[src/rtl/ir_nec_receiver.sv]
// ir_nec_receiver: NEC pulse-distance IR frame decoder on the 10 kHz tick.
// Decodes data frames and repeat frames from the active-low receiver output.
// Provides a valid/ack handshake with overrun flag, per-phase timeout/abort
// and a 2-flop input synchroniser.
// Optional build macro IR_NEC_CHECK_EN enables the address/command
// complement check at frame acceptance (NBITS must be 32 when defined).
module ir_nec_receiver #(
    parameter int unsigned NBITS       = 32,
    parameter int unsigned CNT_W       = 8,
    parameter int unsigned LEAD_LO_MIN = 81,
    parameter int unsigned LEAD_LO_MAX = 109,
    parameter int unsigned LEAD_HI_MIN = 36,
    parameter int unsigned LEAD_HI_MAX = 49,
    parameter int unsigned RPT_HI_MIN  = 18,
    parameter int unsigned RPT_HI_MAX  = 27,
    parameter int unsigned BURST_MIN   = 3,
    parameter int unsigned BURST_MAX   = 9,
    parameter int unsigned BIT0_MIN    = 1,
    parameter int unsigned BIT0_MAX    = 9,
    parameter int unsigned BIT1_MIN    = 13,
    parameter int unsigned BIT1_MAX    = 18
) (
    input  logic             clk_10KHz,
    input  logic             stateReset,
    input  logic             ir_raw,
    input  logic             code_ack,
    output logic [NBITS-1:0] code,
    output logic             code_valid,
    output logic             rpt_pulse,
    output logic             frame_err,
    output logic             overrun,
    output logic             busy
);

    localparam int unsigned BC_W = $clog2(NBITS + 1);

    typedef enum logic [2:0] {
        IDLE,
        LEAD_LO,
        LEAD_HI,
        BIT_LO,
        BIT_HI,
        STOP,
        RPT_STOP
    } state_t;

    logic             sync1_q, sync1_d;
    logic             sync2_q, sync2_d;
    logic             prev_q, prev_d;
    logic [CNT_W-1:0] cnt_q, cnt_d;
    state_t           state_q, state_d;
    logic [BC_W-1:0]  bit_cnt_q, bit_cnt_d;
    logic [NBITS-1:0] shift_q, shift_d;
    logic [NBITS-1:0] code_q, code_d;
    logic             code_valid_q, code_valid_d;
    logic             have_code_q, have_code_d;
    logic             rpt_pulse_q, rpt_pulse_d;
    logic             frame_err_q, frame_err_d;
    logic             overrun_q, overrun_d;
    logic             busy_q, busy_d;

    logic             ir_s;
    logic             edge_seen;
    logic [31:0]      cnt_v;
    logic             abort;
    logic             accept;
    logic             chk_ok;

    function automatic logic in_rng(input logic [31:0] v, input logic [31:0] lo,
                                    input logic [31:0] hi);
        return (v >= lo) && (v <= hi);
    endfunction

    // Next-state logic: synchroniser, level counter, frame FSM and handshake
    always_comb begin
        sync1_d      = ir_raw;
        sync2_d      = sync1_q;
        prev_d       = sync2_q;
        state_d      = state_q;
        bit_cnt_d    = bit_cnt_q;
        shift_d      = shift_q;
        code_d       = code_q;
        code_valid_d = code_valid_q;
        have_code_d  = have_code_q;
        rpt_pulse_d  = 1'b0;
        frame_err_d  = 1'b0;
        overrun_d    = overrun_q;
        abort        = 1'b0;
        accept       = 1'b0;

        ir_s      = sync2_q;
        edge_seen = ir_s ^ prev_q;
        cnt_v     = 32'(cnt_q);

        // On an edge cnt_q still holds the length of the level just ended
        if (edge_seen) begin
            cnt_d = CNT_W'(1);
        end else if (cnt_q == '1) begin
            cnt_d = cnt_q;
        end else begin
            cnt_d = cnt_q + CNT_W'(1);
        end

`ifdef IR_NEC_CHECK_EN
        chk_ok = (shift_q[31:24] == ~shift_q[23:16]) &&
                 (shift_q[15:8]  == ~shift_q[7:0]);
`else
        chk_ok = 1'b1;
`endif

        // Each non-IDLE state classifies on its edge, else times out past its MAX
        case (state_q)
            IDLE: begin
                if (edge_seen && !ir_s) begin
                    state_d = LEAD_LO;
                end
            end
            LEAD_LO: begin
                if (edge_seen) begin
                    if (in_rng(cnt_v, LEAD_LO_MIN, LEAD_LO_MAX)) begin
                        state_d = LEAD_HI;
                    end else begin
                        abort = 1'b1;
                    end
                end else if (cnt_v > LEAD_LO_MAX) begin
                    abort = 1'b1;
                end
            end
            LEAD_HI: begin
                if (edge_seen) begin
                    if (in_rng(cnt_v, LEAD_HI_MIN, LEAD_HI_MAX)) begin
                        state_d   = BIT_LO;
                        bit_cnt_d = '0;
                        shift_d   = '0;
                    end else if (in_rng(cnt_v, RPT_HI_MIN, RPT_HI_MAX)) begin
                        state_d = RPT_STOP;
                    end else begin
                        abort = 1'b1;
                    end
                end else if (cnt_v > LEAD_HI_MAX) begin
                    abort = 1'b1;
                end
            end
            BIT_LO: begin
                if (edge_seen) begin
                    if (in_rng(cnt_v, BURST_MIN, BURST_MAX)) begin
                        state_d = BIT_HI;
                    end else begin
                        abort = 1'b1;
                    end
                end else if (cnt_v > BURST_MAX) begin
                    abort = 1'b1;
                end
            end
            BIT_HI: begin
                if (edge_seen) begin
                    if (in_rng(cnt_v, BIT0_MIN, BIT0_MAX) ||
                        in_rng(cnt_v, BIT1_MIN, BIT1_MAX)) begin
                        shift_d   = {shift_q[NBITS-2:0], in_rng(cnt_v, BIT1_MIN, BIT1_MAX)};
                        bit_cnt_d = bit_cnt_q + BC_W'(1);
                        if (32'(bit_cnt_q) == NBITS - 1) begin
                            state_d = STOP;
                        end else begin
                            state_d = BIT_LO;
                        end
                    end else begin
                        abort = 1'b1;
                    end
                end else if (cnt_v > BIT1_MAX) begin
                    abort = 1'b1;
                end
            end
            STOP: begin
                if (edge_seen) begin
                    if (in_rng(cnt_v, BURST_MIN, BURST_MAX) && chk_ok) begin
                        accept  = 1'b1;
                        state_d = IDLE;
                    end else begin
                        abort = 1'b1;
                    end
                end else if (cnt_v > BURST_MAX) begin
                    abort = 1'b1;
                end
            end
            RPT_STOP: begin
                if (edge_seen) begin
                    if (in_rng(cnt_v, BURST_MIN, BURST_MAX) && have_code_q) begin
                        rpt_pulse_d = 1'b1;
                        state_d     = IDLE;
                    end else begin
                        abort = 1'b1;
                    end
                end else if (cnt_v > BURST_MAX) begin
                    abort = 1'b1;
                end
            end
            default: begin
                state_d = IDLE;
            end
        endcase

        if (abort) begin
            frame_err_d = 1'b1;
            state_d     = IDLE;
            shift_d     = '0;
        end

        if (code_ack) begin
            overrun_d = 1'b0;
            if (code_valid_q) begin
                code_valid_d = 1'b0;
            end
        end

        // Acceptance overrides the ack-clear so an acked slot refills in the same cycle
        if (accept) begin
            if (!code_valid_q || code_ack) begin
                code_d       = shift_q;
                code_valid_d = 1'b1;
                have_code_d  = 1'b1;
            end else begin
                overrun_d = 1'b1;
            end
        end

        busy_d = (state_d != IDLE);
    end

    // State and output registers; synchroniser resets to the idle-high level
    always_ff @(posedge clk_10KHz or posedge stateReset) begin
        if (stateReset) begin
            sync1_q      <= 1'b1;
            sync2_q      <= 1'b1;
            prev_q       <= 1'b1;
            cnt_q        <= '0;
            state_q      <= IDLE;
            bit_cnt_q    <= '0;
            shift_q      <= '0;
            code_q       <= '0;
            code_valid_q <= 1'b0;
            have_code_q  <= 1'b0;
            rpt_pulse_q  <= 1'b0;
            frame_err_q  <= 1'b0;
            overrun_q    <= 1'b0;
            busy_q       <= 1'b0;
        end else begin
            sync1_q      <= sync1_d;
            sync2_q      <= sync2_d;
            prev_q       <= prev_d;
            cnt_q        <= cnt_d;
            state_q      <= state_d;
            bit_cnt_q    <= bit_cnt_d;
            shift_q      <= shift_d;
            code_q       <= code_d;
            code_valid_q <= code_valid_d;
            have_code_q  <= have_code_d;
            rpt_pulse_q  <= rpt_pulse_d;
            frame_err_q  <= frame_err_d;
            overrun_q    <= overrun_d;
            busy_q       <= busy_d;
        end
    end

    assign code       = code_q;
    assign code_valid = code_valid_q;
    assign rpt_pulse  = rpt_pulse_q;
    assign frame_err  = frame_err_q;
    assign overrun    = overrun_q;
    assign busy       = busy_q;

endmodule

[config.mk]
export PLATFORM = sky130hd
export DESIGN_NAME = ir_nec_receiver
export DESIGN_NICKNAME = d
export VERILOG_FILES = /design/src/rtl/ir_nec_receiver.sv
export SDC_FILE = /design/constraint.sdc
export NUM_CORES = 1
export LEC_CHECK = 0
export CAP_MARGIN = 10
export CORE_UTILIZATION = 29
export DETAILED_ROUTE_END_ITERATION = 16
export PLACE_DENSITY = 0.48
export SYNTH_ARGS = -nofsm -noshare
export SYNTH_HDL_FRONTEND = slang
export SYNTH_SLANG_ARGS = --single-unit
[constraint.sdc]
create_clock -name clk_10KHz -period 5.75 [get_ports clk_10KHz]
set_clock_uncertainty 0.15 [all_clocks]
set_input_delay 0.8625 -clock clk_10KHz [delete_from_list [all_inputs] [get_ports clk_10KHz]]
set_output_delay 0.8625 -clock clk_10KHz [all_outputs]
set_load 0.03 [all_outputs]
==> reports/summary.txt <==
Top-count cell post-synth: dfrtp_1
Final hold vios: 0
Largest cells by area after synthesis: dfrtp_1 52%, mux2_4 10%, a22oi_1 5.5%
Post-Place Cell Area: 4758 µm²
# Post-CTS Setup Buffers: 0
Max FO, Critical Path: 21
Avg Inst Size Synth: 11.58 µm²
CP startpoint kind: flop
Pwr Total: 1536 µW
Minimum clock period: 3.534 ns
Nets: 406
Cell Int Power: 1098 µW
Met2 wire len: 4.120 mm
CP Class: flop to flop
Pre-Repair DR Iteration Count: 4
Clock Latency Late Sink: 0.35 ns
Clk sinks: 90
Per-cell routed wire length: 15.92 µm
# IOs: 41
Total wire length: 9.251 mm
Tcrit/Tclk final: 61.46%
# H-tree levels: 3
Max-Cap Viols: 0
Async set-or-reset flop fraction in the synthesized netlist: 100.0%
Combinational power share: 12.8%
GRT Resource Usage Total: 13.28%
Rel. slew slack: 44.16%
Clk root buf: clkbuf_16
Worst setup EP type: flop
HP Class: flop to flop
1st-iter DRT viols: 119
Synth cell types: 60
Detail Route Antenna Nets: 0
Max VDD drop: 0.1437 mV
Vias in the first global route: 2884
Max Used Layer: met4
Metal-1 WL: 4.672 mm
Avg Vias per Cell: 5.052
CTS tree: built
Longest Clk Path Bufs: 2
Dpl cells: 565
Crit path DAT: 3.62 ns
Diodes inserted: 0
CTS buffer count: 9
Grt total ovfl: 0
Status: finished, final reports clean
Post-DP HPWL: 5.800 mm
List of most frequent post-synthesis cells: 87 x dfrtp_1, 47 x nor2_1, 31 x a22oi_1
Synth Instances: 365
Unrepaired setup endpoints after global routing: false
Initial Util: 30.09%
Synth Cell Area: 4225 µm²
Final Cell Area: 5094 µm²
Core Rows: 43
Reg2reg path depth: 8
Area of the die: 15060 µm²
Post-route DRC violation count: 0
I/O Buffers: 40
Layout cells sized above 1: 17.71%
Vias post-DR: 2935
DR WL met3: 280 µm
CTS clk-pin slew, worst paths: 0.07 ns
Die Y: 122.7 µm
Layout area overhead: 20.55%
Final TNS setup: 0 ns
Lkg Pwr: 0.002208 µW
Highest clock rate: 283.0 MHz
Sequential-to-total area share from yosys stat: 53.39%
Share of the synthesized area in the top cell type: 51.53%
Top cell type by total area after synthesis: dfrtp_1
Main synth FF type: dfrtp_1
Initial antenna violation count: 0
Psw: 437.1 µW
Tightest Pin Transition: 0.8366 ns
Worst EP required: 5.83 ns
Syn_nets: 375
Hold Slack: 0.2082 ns
Share of power burned in registers: 44.1%
Finished Layout Cells: 581
Max Slew Vio Count: 0
Clk pwr share: 43.1%
Pwr dens: 301.5 nW/µm²
Final setup fails: 0
Global placer's final weighted congestion: 0.7999
Yosys warning count: 0
Post-synth EDFFs: 0
Die X: 122.7 µm
First-pass GRT wire length: 15.32 mm
Core Footprint: 14040 µm²
Hold depth: 0
Pin count of the biggest net entering global routing: 49
Fillers: 1354
Reg2reg setup slack: 2.22 ns
Hold_buf cts: 0
Flops & latches, synth: 90
Sw Ratio: 28.47%
Post-CTS Resized: 0
cell families (layout without fill, tap and decap cells):
| family | Yosys count | count (layout) | share of synthesized area (%) |
|---|---|---|---|
| simple gates | 101 | 101 | 11.55 |
| compound gates | 94 | 94 | 16.64 |
| flops | 90 | 90 | 53.39 |
| buf+inv | 36 | 72 | 4.175 |
| mux | 34 | 34 | 11.64 |
| fa+ha+maj | 6 | 6 | 1.777 |
| xor+xnor | 4 | 4 | 0.8293 |
sequential cells by signal, summed over array words and instances (netlist names), 3 cells and up:
| name | flops |
|---|---|
| code | 32 |
| shift_q | 32 |
| cnt_q | 8 |
| bit_cnt_q | 6 |
| state_q | 3 |
metal layers:
metal  global-route usage, %  up-vias
met3                   2.509       11
met5                       0        -
met4                   6.021        0
met1                   19.32     1480
li1                        -     1382
met2                   18.89       62
per-stage QoR:
step                      util (%)  setup WS, ns
after global routing         36.27         2.064
after global placement       33.89         2.273
after floorplan                  -         2.407
final                        36.27         2.216
after CTS                    36.27         2.218
after detailed placement     33.89         2.227
final timing paths:
path                                    from                  end
min                        sync1_q$_DFF_PP1_       ir_s$_DFF_PP1_
min reg2reg                sync1_q$_DFF_PP1_       ir_s$_DFF_PP1_
max in group asynchronous         stateReset    sync1_q$_DFF_PP1_
max                           ir_s$_DFF_PP1_  code[4]$_DFFE_PP0P_
min in group asynchronous         stateReset  code[8]$_DFFE_PP0P_
max reg2reg                   ir_s$_DFF_PP1_  code[4]$_DFFE_PP0P_
cells in the final DEF, fill, tap and decap left out, types with 2 or more instances in the layout:
cell | synthesis | routed
nor2_1 | 47 | 47
a31oi_1 | 3 | 3
inv_6 | 0 | 2
nor3_1 | 4 | 4
nor3b_1 | 4 | 4
nand3_1 | 7 | 7
buf_4 | 1 | 5
nand2_1 | 15 | 15
xnor2_1 | 3 | 3
a21o_1 | 3 | 3
ha_1 | 6 | 6
and2_1 | 4 | 4
a311oi_1 | 2 | 2
o21a_1 | 2 | 2
bufinv_16 | 0 | 2
a211oi_1 | 2 | 2
clkbuf_16 | 0 | 9
o21bai_1 | 2 | 2
and3_1 | 2 | 2
clkdlybuf4s50_1 | 0 | 40
o211ai_1 | 2 | 2
nor2b_1 | 4 | 4
or2_2 | 3 | 3
o21ai_0 | 11 | 10
a22oi_1 | 31 | 31
o31ai_1 | 3 | 3
or3_1 | 2 | 2
mux2_4 | 29 | 29
a41oi_1 | 3 | 3
inv_1 | 11 | 10
a21oi_1 | 14 | 14
mux2_2 | 5 | 5
dfstp_2 | 3 | 3
nand4_1 | 2 | 2
dfrtp_1 | 87 | 87
area by class of cell:
cell class	instances	area [µm²]	area share (%)
tap	180	225.2	4.422
inverter	11	42.54	0.8352
clock inverter	7	110.1	2.162
clock buffer	9	225.2	4.422
sequential	90	2256	44.29
multi-input combinational	239	1797	35.27
timing repair buffer	45	437.9	8.597
power groups by stage:
stage	registers (µW)	clock network [µW]	logic, µW
final	678	661	196
after global routing	680	706	218
after CTS	676	678	200
after detailed placement	688	0	199
after global placement	688	0	198
after floorplan	684	0	144
worst max-delay path, cell delays in order, from the launching register on:
cell and delay, ns:
dfstp_2 0.53, inv_1 0.04, ha_1 0.43, or2_2 0.36, a2111oi_4 0.43, nand3_2 0.18, a21oi_4 0.47, buf_4 0.47
mux2_4 0.34
(Power assumes the default switching activity.)
